[src/rtl/vend_ctrl_param.sv]
// Parametrised vending-machine controller: coin credit accumulator, price-list
// vending with change return, cancel/refund, inactivity timeout, overflow reject.
module vend_ctrl_param #(
  parameter int NUM_PROD = 4,
  parameter int CREDIT_W = 6,
  parameter logic [NUM_PROD*CREDIT_W-1:0] PRICE_LIST = {6'd20, 6'd15, 6'd10, 6'd5},
  parameter int TIMEOUT = 255,
  localparam int SEL_W = (NUM_PROD > 1) ? $clog2(NUM_PROD) : 1
) (
  input  logic                clk,
  input  logic                rst_n,
  input  logic                coin5,
  input  logic                coin10,
  input  logic                sel_valid,
  input  logic [SEL_W-1:0]    sel,
  input  logic                cancel,
  output logic [CREDIT_W-1:0] credit,
  output logic                vend_valid,
  output logic [SEL_W-1:0]    vend_prod,
  output logic                change_valid,
  output logic [CREDIT_W-1:0] change_amt,
  output logic                coin_reject,
  output logic                sel_denied,
  output logic                busy
);

  localparam int CNT_W = $clog2(TIMEOUT + 1);
  localparam logic [CNT_W-1:0] TO_LAST = CNT_W'(TIMEOUT - 1);
  localparam logic [SEL_W:0]   NP_L    = (SEL_W + 1)'(NUM_PROD);

  typedef enum logic [1:0] {IDLE, COLLECT, VEND, RETURN} state_t;

  state_t              state_q;
  logic [CREDIT_W-1:0] credit_q;
  logic [CREDIT_W-1:0] change_amt_q;
  logic [SEL_W-1:0]    vend_prod_q;
  logic [CNT_W-1:0]    cnt_q;
  logic                vend_valid_q;
  logic                change_valid_q;
  logic                coin_reject_q;
  logic                sel_denied_q;
  logic                busy_q;

  logic [CREDIT_W:0]   coin_val;
  logic [CREDIT_W:0]   sum;
  logic                coin_any;
  logic                fits;
  logic [CREDIT_W-1:0] sel_price;
  logic                sel_ok;

  // Out-of-range indices resolve to price 0; they are rejected separately.
  function automatic logic [CREDIT_W-1:0] price_of(input logic [SEL_W-1:0] idx);
    logic [CREDIT_W-1:0] p;
    p = '0;
    for (int i = 0; i < NUM_PROD; i++) begin
      if (idx == SEL_W'(i)) p = PRICE_LIST[i*CREDIT_W +: CREDIT_W];
    end
    return p;
  endfunction

  always_comb begin
    coin_val = '0;
    if (coin5)  coin_val = coin_val + (CREDIT_W + 1)'(5);
    if (coin10) coin_val = coin_val + (CREDIT_W + 1)'(10);
  end

  // Overflow is detected in the extra carry bit; a coin is never partially accepted.
  assign coin_any  = coin5 | coin10;
  assign sum       = {1'b0, credit_q} + coin_val;
  assign fits      = ~sum[CREDIT_W];
  assign sel_price = price_of(sel);
  assign sel_ok    = sel_valid && ({1'b0, sel} < NP_L) && (credit_q >= sel_price);

  always_ff @(posedge clk or negedge rst_n) begin
    if (!rst_n) begin
      state_q        <= IDLE;
      credit_q       <= '0;
      change_amt_q   <= '0;
      vend_prod_q    <= '0;
      cnt_q          <= '0;
      vend_valid_q   <= 1'b0;
      change_valid_q <= 1'b0;
      coin_reject_q  <= 1'b0;
      sel_denied_q   <= 1'b0;
      busy_q         <= 1'b0;
    end else begin
      vend_valid_q   <= 1'b0;
      change_valid_q <= 1'b0;
      coin_reject_q  <= 1'b0;
      sel_denied_q   <= 1'b0;
      busy_q         <= 1'b0;
      unique case (state_q)
        IDLE: begin
          sel_denied_q <= sel_valid;
          if (coin_any) begin
            if (fits) begin
              credit_q <= sum[CREDIT_W-1:0];
              cnt_q    <= '0;
              state_q  <= COLLECT;
            end else begin
              coin_reject_q <= 1'b1;
            end
          end
        end
        COLLECT: begin
          if (cancel) begin
            coin_reject_q  <= coin_any;
            change_amt_q   <= credit_q;
            change_valid_q <= 1'b1;
            busy_q         <= 1'b1;
            cnt_q          <= '0;
            state_q        <= RETURN;
          end else if (sel_ok) begin
            coin_reject_q <= coin_any;
            vend_prod_q   <= sel;
            change_amt_q  <= credit_q - sel_price;
            vend_valid_q  <= 1'b1;
            busy_q        <= 1'b1;
            cnt_q         <= '0;
            state_q       <= VEND;
          end else begin
            sel_denied_q  <= sel_valid;
            coin_reject_q <= coin_any && !fits;
            if (coin_any && fits) credit_q <= sum[CREDIT_W-1:0];
            if (sel_valid || (coin_any && fits)) begin
              cnt_q <= '0;
            end else if (cnt_q == TO_LAST) begin
              change_amt_q   <= credit_q;
              change_valid_q <= 1'b1;
              busy_q         <= 1'b1;
              cnt_q          <= '0;
              state_q        <= RETURN;
            end else begin
              cnt_q <= cnt_q + 1'b1;
            end
          end
        end
        VEND: begin
          coin_reject_q <= coin_any;
          sel_denied_q  <= sel_valid;
          credit_q      <= '0;
          if (change_amt_q != '0) begin
            change_valid_q <= 1'b1;
            busy_q         <= 1'b1;
            state_q        <= RETURN;
          end else begin
            state_q <= IDLE;
          end
        end
        RETURN: begin
          coin_reject_q <= coin_any;
          sel_denied_q  <= sel_valid;
          credit_q      <= '0;
          state_q       <= IDLE;
        end
        default: state_q <= IDLE;
      endcase
    end
  end

  assign credit       = credit_q;
  assign vend_valid   = vend_valid_q;
  assign vend_prod    = vend_prod_q;
  assign change_valid = change_valid_q;
  assign change_amt   = change_amt_q;
  assign coin_reject  = coin_reject_q;
  assign sel_denied   = sel_denied_q;
  assign busy         = busy_q;

endmodule

[config.mk]
export PLATFORM = sky130hd
export DESIGN_NAME = vend_ctrl_param
export DESIGN_NICKNAME = d
export VERILOG_FILES = /design/src/rtl/vend_ctrl_param.sv
export SDC_FILE = /design/constraint.sdc
export NUM_CORES = 1
export LEC_CHECK = 0
export CORE_MARGIN = 4
export CORE_UTILIZATION = 30
export CTS_CLUSTER_SIZE = 30
export DETAILED_ROUTE_END_ITERATION = 6
export GPL_ROUTABILITY_DRIVEN = 0
export PLACE_DENSITY = 0.51
export SYNTH_ARGS = -nofsm -noshare
export SYNTH_HDL_FRONTEND = slang
export SYNTH_SLANG_ARGS = --single-unit
[constraint.sdc]
create_clock -name clk -period 2.3 [get_ports clk]
set_input_delay 0.23 -clock clk [delete_from_list [all_inputs] [get_ports clk]]
set_output_delay 0.23 -clock clk [all_outputs]
set_load 0.005 [all_outputs]
==> impl_results.md <==
- Synth warn: 0
- Initial core utilization: 0.308
- Ant diodes: 0
- Initial antenna violation count: 0
- Synth async-reset ratio: 1.00
- Core area: 6350 um2
- Detailed Place HPWL: 3850 um
- Reg-to-Reg Start: credit[0]
- Initial DRT Pass Iterations: 4
- Global route overflow: 0
- Reg2reg setup slack: 0.08 ns
- Hold Fails Final Rpt: 0
- Reg2reg end: cnt_q[6]
- Power per cell area: 1120 nW/um2
- Worst min path class: in2async
- Cells after Synth: 210
- CTS buffer count: 5
- Fraction of post-synthesis cell area in the top cell type by area: 0.371
- Crit path launch: credit[0]
- Share of cells above drive strength 1: 0.267
- Vias: 1778
- Avg WL per Cell: 14.5 um
- FF-to-FF path depth: 9
- Fmax: 451 MHz
- Clock Pin Slew Worst Setup and Hold Paths: 0.07 ns
- Worst EP required: 2.50 ns
- Residual DRC: 0
- Slew Limit Fails: 0
- Layout Skew: 0.00871 ns
- Clock buffer depth: 2
- Via density: 4.97
- Power Total: 3.13 mW
- Worst Max-Slew Pin Slew: 0.612 ns
- # IOs: 27
- Iter 0 DRT Violations: 58
- Skew-Pair Late Insertion Delay: 0.28 ns
- Run status: complete, no violations
- Cts hold-fix bufs: 0
- Max_slew headroom: 0.589
- Final period utilization: 0.965
- Largest net degree at the start of global routing: 30
- Depth of the CTS H-tree: 2
- Clock Tree Root: clkbuf_8
- Synth Register Bits: 29
- Seq/Total Area, Yosys: 0.371
- Final Net Count: 310
- Vias in the first global route: 1792
- CTS tree: yes
- CP Capture Type: flop
- Die ar.: 7880 um2
- GRT Util Overall: 0.142
- Setup crit end: cnt_q[6]
- WS Path Type: reg2reg
- Fin crit period: 2.22 ns
- Leak pwr: 1.27 nW
- Synth Flop Type: dfrtp_1
- Antenna Nets Post-Route: 0
- Worst hold margin: 0.335 ns
- Layout area overhead: 43.2%
- Die height: 88.8 um
- Post-Syn Nets: 239
- Synthesized area per cell: 9.32 um2
- Yosys top cell by area: dfrtp_1
- Final wirelength: 5200 um
- First-pass GRT wire length: 8540 um
- Maximum VDD drop: 479 uV
- Final setup viols: 0
- Placed insts: 347
- Area contributors post-synth: dfrtp_1 (37%), ha_1 (12%), o21ai_0 (5.6%)
- Worst EP arrival: 2.41 ns
- Crit path launch type: flop
- MaxCap Viol Count: 0
- Synth unique cells: 48
- Rows: 29
- Post-synth EDFFs: 0
- PortBufs: 26
- Die width: 88.8 um
- Post-route non-filler standard cell count: 358
- Post-Syn Area: 1960 um2
- Crit-path max FO: 4
- Clock sink count: 29
==> area by class of cell <==
type,instances,area (um2)
clock buffer,7,86.3
fill,629,3550
inverter,16,60.1
multi-input combinational,162,1230
sequential,29,726
tap,77,96.3
timing repair buffer,67,598
==> through the flow <==
stage          utilization  area (um2)  TNS [ns]  setup slack, ns
4_1_cts              0.432        2740         0           0.0205
2_1_floorplan            -        1960         0           0.0415
3_5_place_dp         0.407        2590     -8.01           -0.429
6_report             0.441        2800         0           0.0816
5_1_grt              0.441        2800    -0.168          -0.0409
3_3_place_gp         0.407        2590     -8.01           -0.413
==> power by group <==
group,total [mW],switching [mW],leakage [nW],internal [mW]
combinational,1.90,0.886,0.844,1.01
sequential,0.797,0.130,0.382,0.667
clock,0.431,0.194,0.0443,0.237
total,3.13,1.21,1.27,1.92
==> cells by family (layout without fill, tap and decap cells) <==
logic type      Yosys count  in the layout  share of synthesized area
simple gates             67             67                      0.175
xor+xnor                  5              5                     0.0224
mux                       3              3                     0.0153
fa+ha+maj                21             21                      0.142
buf+inv                  19             90                     0.0396
compound gates           66             66                      0.235
flops                    29             29                      0.371
==> layout by cell type (no fill, tap or decap), types with 6 or more instances in the layout <==
cell type and instances:
a21oi_1 9, buf_4 36, clkbuf_8 6, clkdlybuf4s50_1 23
dfrtp_1 29, ha_1 15, inv_1 14, nand2_1 22
nand3_1 8, nor2_1 13, o21ai_0 21, o31ai_1 9
==> synthesized netlist by cell type (3+ instances only) <==
cell type and count:
nand2_1 22, ha_1 19, nor2b_1 3, mux2i_1 3, a21oi_1 9, nor2_1 13
nand3_1 8, or4_1 3, o31ai_1 9, nand2b_1 4, or2_2 3, xor2_1 3
dfrtp_1 29, o21ai_0 22, inv_1 16, and2b_2 3
==> worst max-delay path: stages, from the launching register on <==
cell      delay [ns]
dfrtp_1         0.35
ha_2            0.19
inv_2           0.05
fa_2            0.39
nand2b_4        0.17
a21oi_4         0.21
buf_12          0.13
o211ai_4        0.08
or4_4           0.43
o221ai_2        0.14
==> registers in the layout (all words and copies together), names as in the netlist <==
register	flops
cnt_q	8
change_amt	6
credit	6
state_q	2
vend_prod	2
busy	1
change_valid	1
coin_reject	1
sel_denied	1
vend_valid	1
==> routing by layer <==
layer / up-vias / part of all wire / track usage
met5: - / 0 / 0
met4: 0 / 0.012 / 0.0426
met3: 6 / 0.037 / 0.0251
met2: 31 / 0.50 / 0.235
met1: 850 / 0.45 / 0.187
li1: 891 / - / -
==> how the worst min path moves through the flow <==
| stage | startpoint | end | cells past startpoint |
|---|---|---|---|
| floorplan | rst_n | busy | 0 |
| global placement | cnt_q[7] | cnt_q[7] | 1 |
| detailed placement | cnt_q[5] | cnt_q[5] | 1 |
| CTS | rst_n | vend_prod[0] | 2 |
| global route | rst_n | vend_prod[0] | 2 |
| finish | rst_n | vend_prod[0] | 2 |
==> what timing repair did <==
action / CTS / global route
setup endpoints to repair: 12 / 16
cloned: 1 / 1
setup buffers: 0 / 2
gates resized for setup: 14 / 10
pin swaps: 2 / 8
No activity file was read; power rests on OpenSTA's default activity.
